File: src/rtl/int_ctrl.sv
// Interrupt/trap sequencer beside EX: saves mepc/mcause/mstatus on ecall or an enabled IRQ,
// restores mstatus on mret, then redirects fetch through EX for exactly one cycle.
module int_ctrl #(
  parameter int unsigned       DATA_W       = 32,
  parameter int unsigned       CSR_AW       = 5,
  parameter int unsigned       NUM_IRQ      = 4,
  parameter logic [CSR_AW-1:0] MSTATUS_ADDR = CSR_AW'(0),
  parameter logic [CSR_AW-1:0] MEPC_ADDR    = CSR_AW'(1),
  parameter logic [CSR_AW-1:0] MCAUSE_ADDR  = CSR_AW'(2)
) (
  input  logic               clk,
  input  logic               rst_n,
  input  logic [NUM_IRQ-1:0] irq,
  input  logic               inst_ecall,
  input  logic               inst_mret,
  input  logic               ex_valid,
  input  logic [DATA_W-1:0]  ex_pc,
  input  logic               ex_jump_flag,
  input  logic [DATA_W-1:0]  ex_jump_pc,
  input  logic [DATA_W-1:0]  csr_mstatus,
  input  logic [DATA_W-1:0]  csr_mie,
  input  logic [DATA_W-1:0]  csr_mtvec,
  input  logic [DATA_W-1:0]  csr_mepc,
  output logic               int_we,
  output logic [CSR_AW-1:0]  int_waddr,
  output logic [DATA_W-1:0]  int_wdata,
  output logic               int_assert,
  output logic [DATA_W-1:0]  int_inst_addr,
  output logic               hold_req
);

  if (NUM_IRQ == 0 || NUM_IRQ > 16) begin : gen_bad_num_irq
    $error("int_ctrl: NUM_IRQ must be in 1..16");
  end

  typedef enum logic [2:0] {
    StIdle,
    StSaveEpc,
    StSaveCause,
    StSaveStatus,
    StRestore,
    StRedirect
  } state_e;

  state_e            state_q;
  logic [DATA_W-1:0] ret_pc_q;
  logic [DATA_W-1:0] cause_q;
  logic [DATA_W-1:0] old_mstatus_q;

  logic [NUM_IRQ-1:0] irq_pend;
  logic               irq_take;
  logic [4:0]         irq_idx;
  logic [DATA_W-1:0]  irq_ret_pc;
  logic [DATA_W-1:0]  irq_cause;
  logic [DATA_W-1:0]  save_status;
  logic [DATA_W-1:0]  restore_status;

  logic unused_mie;
  assign unused_mie = ^csr_mie[DATA_W-1:NUM_IRQ];

  always_comb begin
    irq_pend = irq & csr_mie[NUM_IRQ-1:0];
    irq_take = csr_mstatus[3] && (irq_pend != '0);
    // Scan downwards so the lowest active line is the one left standing.
    irq_idx = '0;
    for (int k = int'(NUM_IRQ) - 1; k >= 0; k--) begin
      if (irq_pend[k]) irq_idx = 5'(k);
    end
    // An interrupted instruction completes, so return past it (or to its branch target).
    irq_ret_pc = ex_jump_flag ? ex_jump_pc : ex_pc + DATA_W'(4);
    irq_cause             = '0;
    irq_cause[DATA_W-1]   = 1'b1;
    irq_cause[4:0]        = 5'd16 + irq_idx;
    save_status           = old_mstatus_q;
    save_status[7]        = old_mstatus_q[3];
    save_status[3]        = 1'b0;
    restore_status        = csr_mstatus;
    restore_status[3]     = csr_mstatus[7];
    restore_status[7]     = 1'b1;
  end

  // Outputs are loaded on the edge that enters a state, so each state's strobes are
  // visible for exactly the cycle spent in it.
  always_ff @(posedge clk) begin
    if (!rst_n) begin
      state_q       <= StIdle;
      ret_pc_q      <= '0;
      cause_q       <= '0;
      old_mstatus_q <= '0;
      int_we        <= 1'b0;
      int_waddr     <= '0;
      int_wdata     <= '0;
      int_assert    <= 1'b0;
      int_inst_addr <= '0;
      hold_req      <= 1'b0;
    end else begin
      int_we        <= 1'b0;
      int_waddr     <= '0;
      int_wdata     <= '0;
      int_assert    <= 1'b0;
      int_inst_addr <= '0;
      hold_req      <= 1'b1;
      unique case (state_q)
        StIdle: begin
          hold_req <= 1'b0;
          if (ex_valid && (inst_ecall || inst_mret || irq_take)) begin
            old_mstatus_q <= csr_mstatus;
            hold_req      <= 1'b1;
            int_we        <= 1'b1;
            if (inst_ecall) begin
              ret_pc_q  <= ex_pc;
              cause_q   <= DATA_W'(11);
              int_waddr <= MEPC_ADDR;
              int_wdata <= ex_pc;
              state_q   <= StSaveEpc;
            end else if (inst_mret) begin
              int_waddr <= MSTATUS_ADDR;
              int_wdata <= restore_status;
              state_q   <= StRestore;
            end else begin
              ret_pc_q  <= irq_ret_pc;
              cause_q   <= irq_cause;
              int_waddr <= MEPC_ADDR;
              int_wdata <= irq_ret_pc;
              state_q   <= StSaveEpc;
            end
          end
        end
        StSaveEpc: begin
          int_we    <= 1'b1;
          int_waddr <= MCAUSE_ADDR;
          int_wdata <= cause_q;
          state_q   <= StSaveCause;
        end
        StSaveCause: begin
          int_we    <= 1'b1;
          int_waddr <= MSTATUS_ADDR;
          int_wdata <= save_status;
          state_q   <= StSaveStatus;
        end
        StSaveStatus: begin
          int_assert    <= 1'b1;
          int_inst_addr <= csr_mtvec;
          state_q       <= StRedirect;
        end
        StRestore: begin
          int_assert    <= 1'b1;
          int_inst_addr <= csr_mepc;
          state_q       <= StRedirect;
        end
        StRedirect: begin
          hold_req <= 1'b0;
          state_q  <= StIdle;
        end
        default: begin
          hold_req <= 1'b0;
          state_q  <= StIdle;
        end
      endcase
    end
  end

endmodule

File: config.mk
export PLATFORM = sky130hd
export DESIGN_NAME = int_ctrl
export DESIGN_NICKNAME = d
export VERILOG_FILES = /design/src/rtl/int_ctrl.sv
export SDC_FILE = /design/constraint.sdc
export NUM_CORES = 1
export LEC_CHECK = 0
export BUFFER_PORTS_ARGS = -buffer_cell sky130_fd_sc_hd__buf_2
export CAP_MARGIN = 10
export CORE_MARGIN = 8
export CORE_UTILIZATION = 23
export CTS_CLUSTER_DIAMETER = 50
export DETAILED_ROUTE_END_ITERATION = 16
export PLACE_DENSITY_LB_ADDON = 0.25
export SYNTH_ARGS = -nofsm -noshare
export SYNTH_HDL_FRONTEND = slang
export SYNTH_SLANG_ARGS = --single-unit
File: constraint.sdc
create_clock -name clk -period 2.5 [get_ports clk]
set_input_delay 0.375 -clock clk [delete_from_list [all_inputs] [get_ports clk]]
set_output_delay 0.375 -clock clk [all_outputs]
set_load 0.05 [all_outputs]
After elaboration in Yosys (flattened, before gate mapping) --
Cells that the tools add are included.
Cells by class: add/subtract/negate cells 2, magnitude comparators 0, shifts and indexed selects 0, equal/unequal tests 6, reductions and logical operators 11, multipliers 0, bitwise gates (word level) 1, div/mod/pow operators 0, muxes and demuxes 24
Operators by type and width (count):
- 2-to-1 mux 32 bit | 6
- one-hot mux 32 bit (3 select lines) | 1
- one-hot mux 32 bit (2 select lines) | 1
- adder 32 x 3 -> 32 bit (second input constant) | 1
- 2-to-1 mux 5 bit | 3
- one-hot mux 3 bit (4 select lines) | 1
- 2-to-1 mux 3 bit | 3
- == test 3 x 2 -> 1 bit (second input constant) | 2
- adder 5 bit (first input constant) | 1
- 2-to-1 mux 1 bit | 5
- AND 4 bit | 1
- != test 2 bit (second input constant) | 2
- one-hot mux 1 bit (2 select lines) | 2
- one-hot mux 2 bit (2 select lines) | 1
- nonzero test 4 bit | 1
- OR reduction 2 bit | 2
- OR reduction 4 bit | 1
- == test 3 x 1 -> 1 bit (second input constant) | 1
- == test 3 bit (second input constant) | 1
- logical NOT 3 bit | 1
- AND reduction 3 bit | 1
- logical AND 1 bit | 2
- logical OR 1 bit | 2
- 2-to-1 mux 2 bit | 1
- AND reduction 2 bit | 1
Storage, ports and cells: register bits after elaboration 139, memory bits (read-only) 0, bits in writable memories 0, bits in latches 0, memories 0, logic and storage cells 53, input port bits 202, output and inout bits 72

Depth between registers and ports, before layout --
depth in word-level cells 8, depth in mapped cells 9, gate-level depth less buffers 6

Worst setup path after synthesis --
No wires, ideal clock.
kind input port to flip-flop, start point in inst_mret, end point reg old_mstatus_q[12], path buffers 4, setup time 0.076 ns, arrival 1.860 ns, setup slack 0.564 ns, stages 9, path through buf_2 > or2_2 > buf_2 > nand3_1 > and2_1 > buf_2 > buf_1 > nand2_1 > a21boi_0
Between the ends: word-level cells in the longest chain between the ends 4
RTL lines:
- start, declared | RTL line 15 | input logic inst_mret,
- logical OR 1 bit (2 in a row) | RTL line 106 | if (ex_valid && (inst_ecall || inst_mret || irq_take)) begin
- logical AND 1 bit | RTL line 106
- AND reduction 2 bit (no line)
- end signal, assigned | RTL line 107 | old_mstatus_q <= csr_mstatus;
- end, declared | RTL line 48 | logic [DATA_W-1:0] old_mstatus_q;
Every way passes these cells. A chain may end at the register's enable or synchronous reset.

Worst setup path after layout --
start point reg state_q[1], end point reg int_wdata[24]
Between the ends: word-level cells in the longest chain between the ends 2, elaborated cells between the ends (all ways) 4, those cells by class 2 x eq/ne; 1 x mux; 1 x reduce/logical
RTL lines:
- start, declared | RTL line 45 | state_e state_q;
- start signal, assigned | RTL line 86 | state_q <= StIdle;
- start signal, assigned | RTL line 115 | state_q <= StSaveEpc;
- start signal, assigned | RTL line 119 | state_q <= StRestore;
- == test 3 x 2 -> 1 bit (tied with other cells) | RTL line 103 | unique case (state_q)
- one-hot mux 32 bit (3 select lines) (*) | RTL line 103
- end signal, assigned | RTL line 114 | int_wdata <= ex_pc;
- end signal, assigned | RTL line 118 | int_wdata <= restore_status;
- end signal, assigned | RTL line 124 | int_wdata <= irq_ret_pc;
- end, declared | RTL line 26 | output logic [DATA_W-1:0] int_wdata,
Every way passes the cells marked *; elsewhere a longest branch is shown, timed or not.

==> impl_results.md <==
- Buffers on Ports: 242
- Crit start category: flip-flop
- Cell variety after synth: 62
- DRC violations left: 0
- Commonest non-fill, non-tap cell in the layout: buf_2
- Yosys Warn Count: 0
- Hold EP: old_mstatus_q[13]$_SDFFE_PN0P_
- Wire per inst: between 15 and 20 um
- Worst Setup End Kind: flip-flop
- WP data required: 2.78 ns
- Worst path arrival time: 2.27 ns
- Max_cap viols: 0
- Grt ovf: 0
- Starting Density: 0.2353
- Post-Route Skew: 0.01124 ns
- Share of layout cells above drive strength 1: 0.3359
- Util after Layout: 0.3207
- Pre-Repair DR Iteration Count: 4
- CTS Buf Count: 9
- Via count: 5772
- Number of synthesized register bits: 107
- Max-slew violation count: 0
- Total GRT Usage: 0.1546
- Antenna Nets Post-Route: 0
- Core area: 22710 um2
- Syn Area/Cell: 8.024 um2
- CTS Buffer Depth: 2
- Fin crit share: 0.7954
- H-tree Lvls: 3
- Syn Inst Count: 666
- Crit path kind: flip-flop to flip-flop
- Worst R2R End: int_wdata[24]$_SDFF_PN0_
- R2R depth: 5
- Clock Root Buffer: clkbuf_16
- Share of flip-flops with an asynchronous set or reset: 0
- Initial antenna violation count: 6
- R2R Setup Slk: 0.51 ns
- Power Density: 619.1 nW/um2
- TritonCTS clock tree: done
- I/O Pins: about 270
- Post-synth EDFFs: 0
- CTS Hold Buffers Added: 0
- Final TNS setup: 0 ns
- Outcome: finished, final reports clean
- Die height: 168.4 um
- Die Wd: 168.4 um
- Most frequent cells in the layout: buf_2 (242), nand2_1 (109), dfxtp_1 (107), a22oi_1 (51), nor2b_1 (37)
- Starting DRC count in detailed routing: 330
- Routability Congestion: 0.7841
- Primary FF master, synth: dfxtp_1
- # resized after CTS: 0
- Die area: 28370 um2
- Hold Crit Depth: 3
- Final hold violations: 0
- RSZ-0062 raised after global routing: false
- Rows: 55
- Dpl hpwl: 17.27 mm
- Area Growth Syn to Fin: 36.27%
- Peak supply drop: 0.2209 mV
- Final nets: 1103
- Clock latency on the worst-skew pair: 0.36 ns
- Clock Sinks: 107
- Worst slew pin tran: approximately 0.71 ns
- Max-slew headroom: 0.5256
- Worst r2r src: state_q[1]$_SDFFE_PN0P_
- First-pass GRT wire length: 33.86 mm
- Post-Route WL: 22.80 mm
- Register area share after synthesis: 0.4008
- Post-Synthesis Cell Area: ~5300 um2
- Vias per inst: 4.834
- Min-delay src: csr_mstatus[13]
- Hold Path Class: primary input to flip-flop
- Final setup violation count: 0
- CP max FO: 13
- Fin crit period: 1.989 ns
- Post-CTS Setup Inserts: 0
- Pleak: 3.107 nW
- Fmax: between 0.5 and 0.6 GHz
- Largest net degree at the start of global routing: 72
- Vias in the first global route: 5814
- CTS clock-pin slew for the worst setup and hold paths: 0.08 ns
layout make-up:
type | instances | area (um2)
Fill cell | 2496 | 15430
Multi-Input combinational cell | 501 | 2974
Sequential cell | 107 | 2142
Timing Repair Buffer | 274 | 1484
Tap cell | 285 | 356.6
Clock buffer | 9 | 225.2
Clock inverter | 7 | 63.81
Inverter | 7 | 26.28
Antenna cell | 4 | 10.01
metal layers:
layer  GRT usage  up-vias  wire length (um)
met4     0.05978        6               429
li1            -     2877                 -
met5           0        -                37
met1      0.1918     2723             10200
met2      0.2574      139             11000
met3     0.03344       27              1130
power breakdown:
part | switching [mW] | internal, mW | total [mW]
Clock | 0.750 | 0.706 | 1.46
Combinational | 0.762 | 0.388 | 1.15
Sequential | 0.0677 | 1.84 | 1.90
Total | 1.58 | 2.93 | 4.51
how the worst max path moves through the flow:
stage,start,to,slack (ns),cells past startpoint
6_report,state_q[1]$_SDFFE_PN0P_,int_wdata[24]$_SDFF_PN0_,0.51,5
2_1_floorplan,inst_mret,old_mstatus_q[12]$_SDFFE_PN0P_,0.56,9
4_1_cts,state_q[2]$_SDFFE_PN0P_,int_inst_addr[31]$_SDFF_PN0_,0.33,3
3_3_place_gp,ex_pc[4],int_wdata[17]$_SDFF_PN0_,0.30,6
3_5_place_dp,ex_pc[7],int_wdata[17]$_SDFF_PN0_,0.29,6
5_1_grt,state_q[1]$_SDFFE_PN0P_,int_wdata[24]$_SDFF_PN0_,0.35,5
state kept, by name, indices dropped and copies added (netlist names):
| signal | cells |
|---|---|
| cause_q | 4 |
| int_wdata | 32 |
| hold_req | 1 |
| int_waddr | 2 |
| old_mstatus_q | 31 |
| int_we | 1 |
| int_assert | 1 |
| int_inst_addr | 32 |
| state_q | 3 |
worst max-delay path, stage by stage (launching register included):
cell and delay, ns:
dfxtp_1 0.56, nor3b_1 0.28, and2_1 0.52, buf_4 0.29, a22oi_1 0.10, a21oi_1 0.14
cells in the mapped netlist (all sizes together) (4+ instances only):
cell type	n	area, um2
nand2	110	415.4
dfxtp	107	2142
a22oi	51	382.9
clkbuf	44	166.4
nor2b	37	231.5
o21ai	36	180.2
a21boi	34	255.2
a21oi	33	165.2
nor2	33	123.9
o22ai	17	106.4
nand3	15	80.08
nand4	13	87.58
buf	9	48.79
nor3	8	40.04
and2	7	43.79
inv	7	26.27
mux2i	6	60.06
nand2b	6	37.54
nor4	6	37.54
xnor2	6	52.55
a32o	5	50.05
o21a	5	37.54
xor2	5	43.79
a211oi	4	30.03
a22o	4	35.03
a311oi	4	35.03
a31oi	4	25.02
nor3b	4	30.03
o31ai	4	30.03
through the flow:
stage / hold slack, ns / area, um2 / power [mW] / setup WS [ns] / cells
floorplan: 0.4249 / 5351 / 2.628 / 0.5640 / 668
global placement: 0.4376 / 6955 / 3.084 / 0.2968 / 1173
detailed placement: 0.4454 / 6955 / 3.088 / 0.2873 / 1173
CTS: 0.2470 / 7244 / 4.559 / 0.3343 / 1189
global route: 0.2670 / 7277 / 4.723 / 0.3491 / 1192
finish: 0.2633 / 7282 / 4.508 / 0.5115 / 1194
logic make-up after synthesis:
kind of cell,Yosys count,synth area share
fa+ha+maj,1,0.002341
flops,107,0.4008
simple gates,252,0.2285
other cells,1,0.0007017
xor+xnor,11,0.01803
mux,7,0.01335
buf+inv,60,0.04518
compound gates,227,0.2910
(Power assumes the default switching activity.)
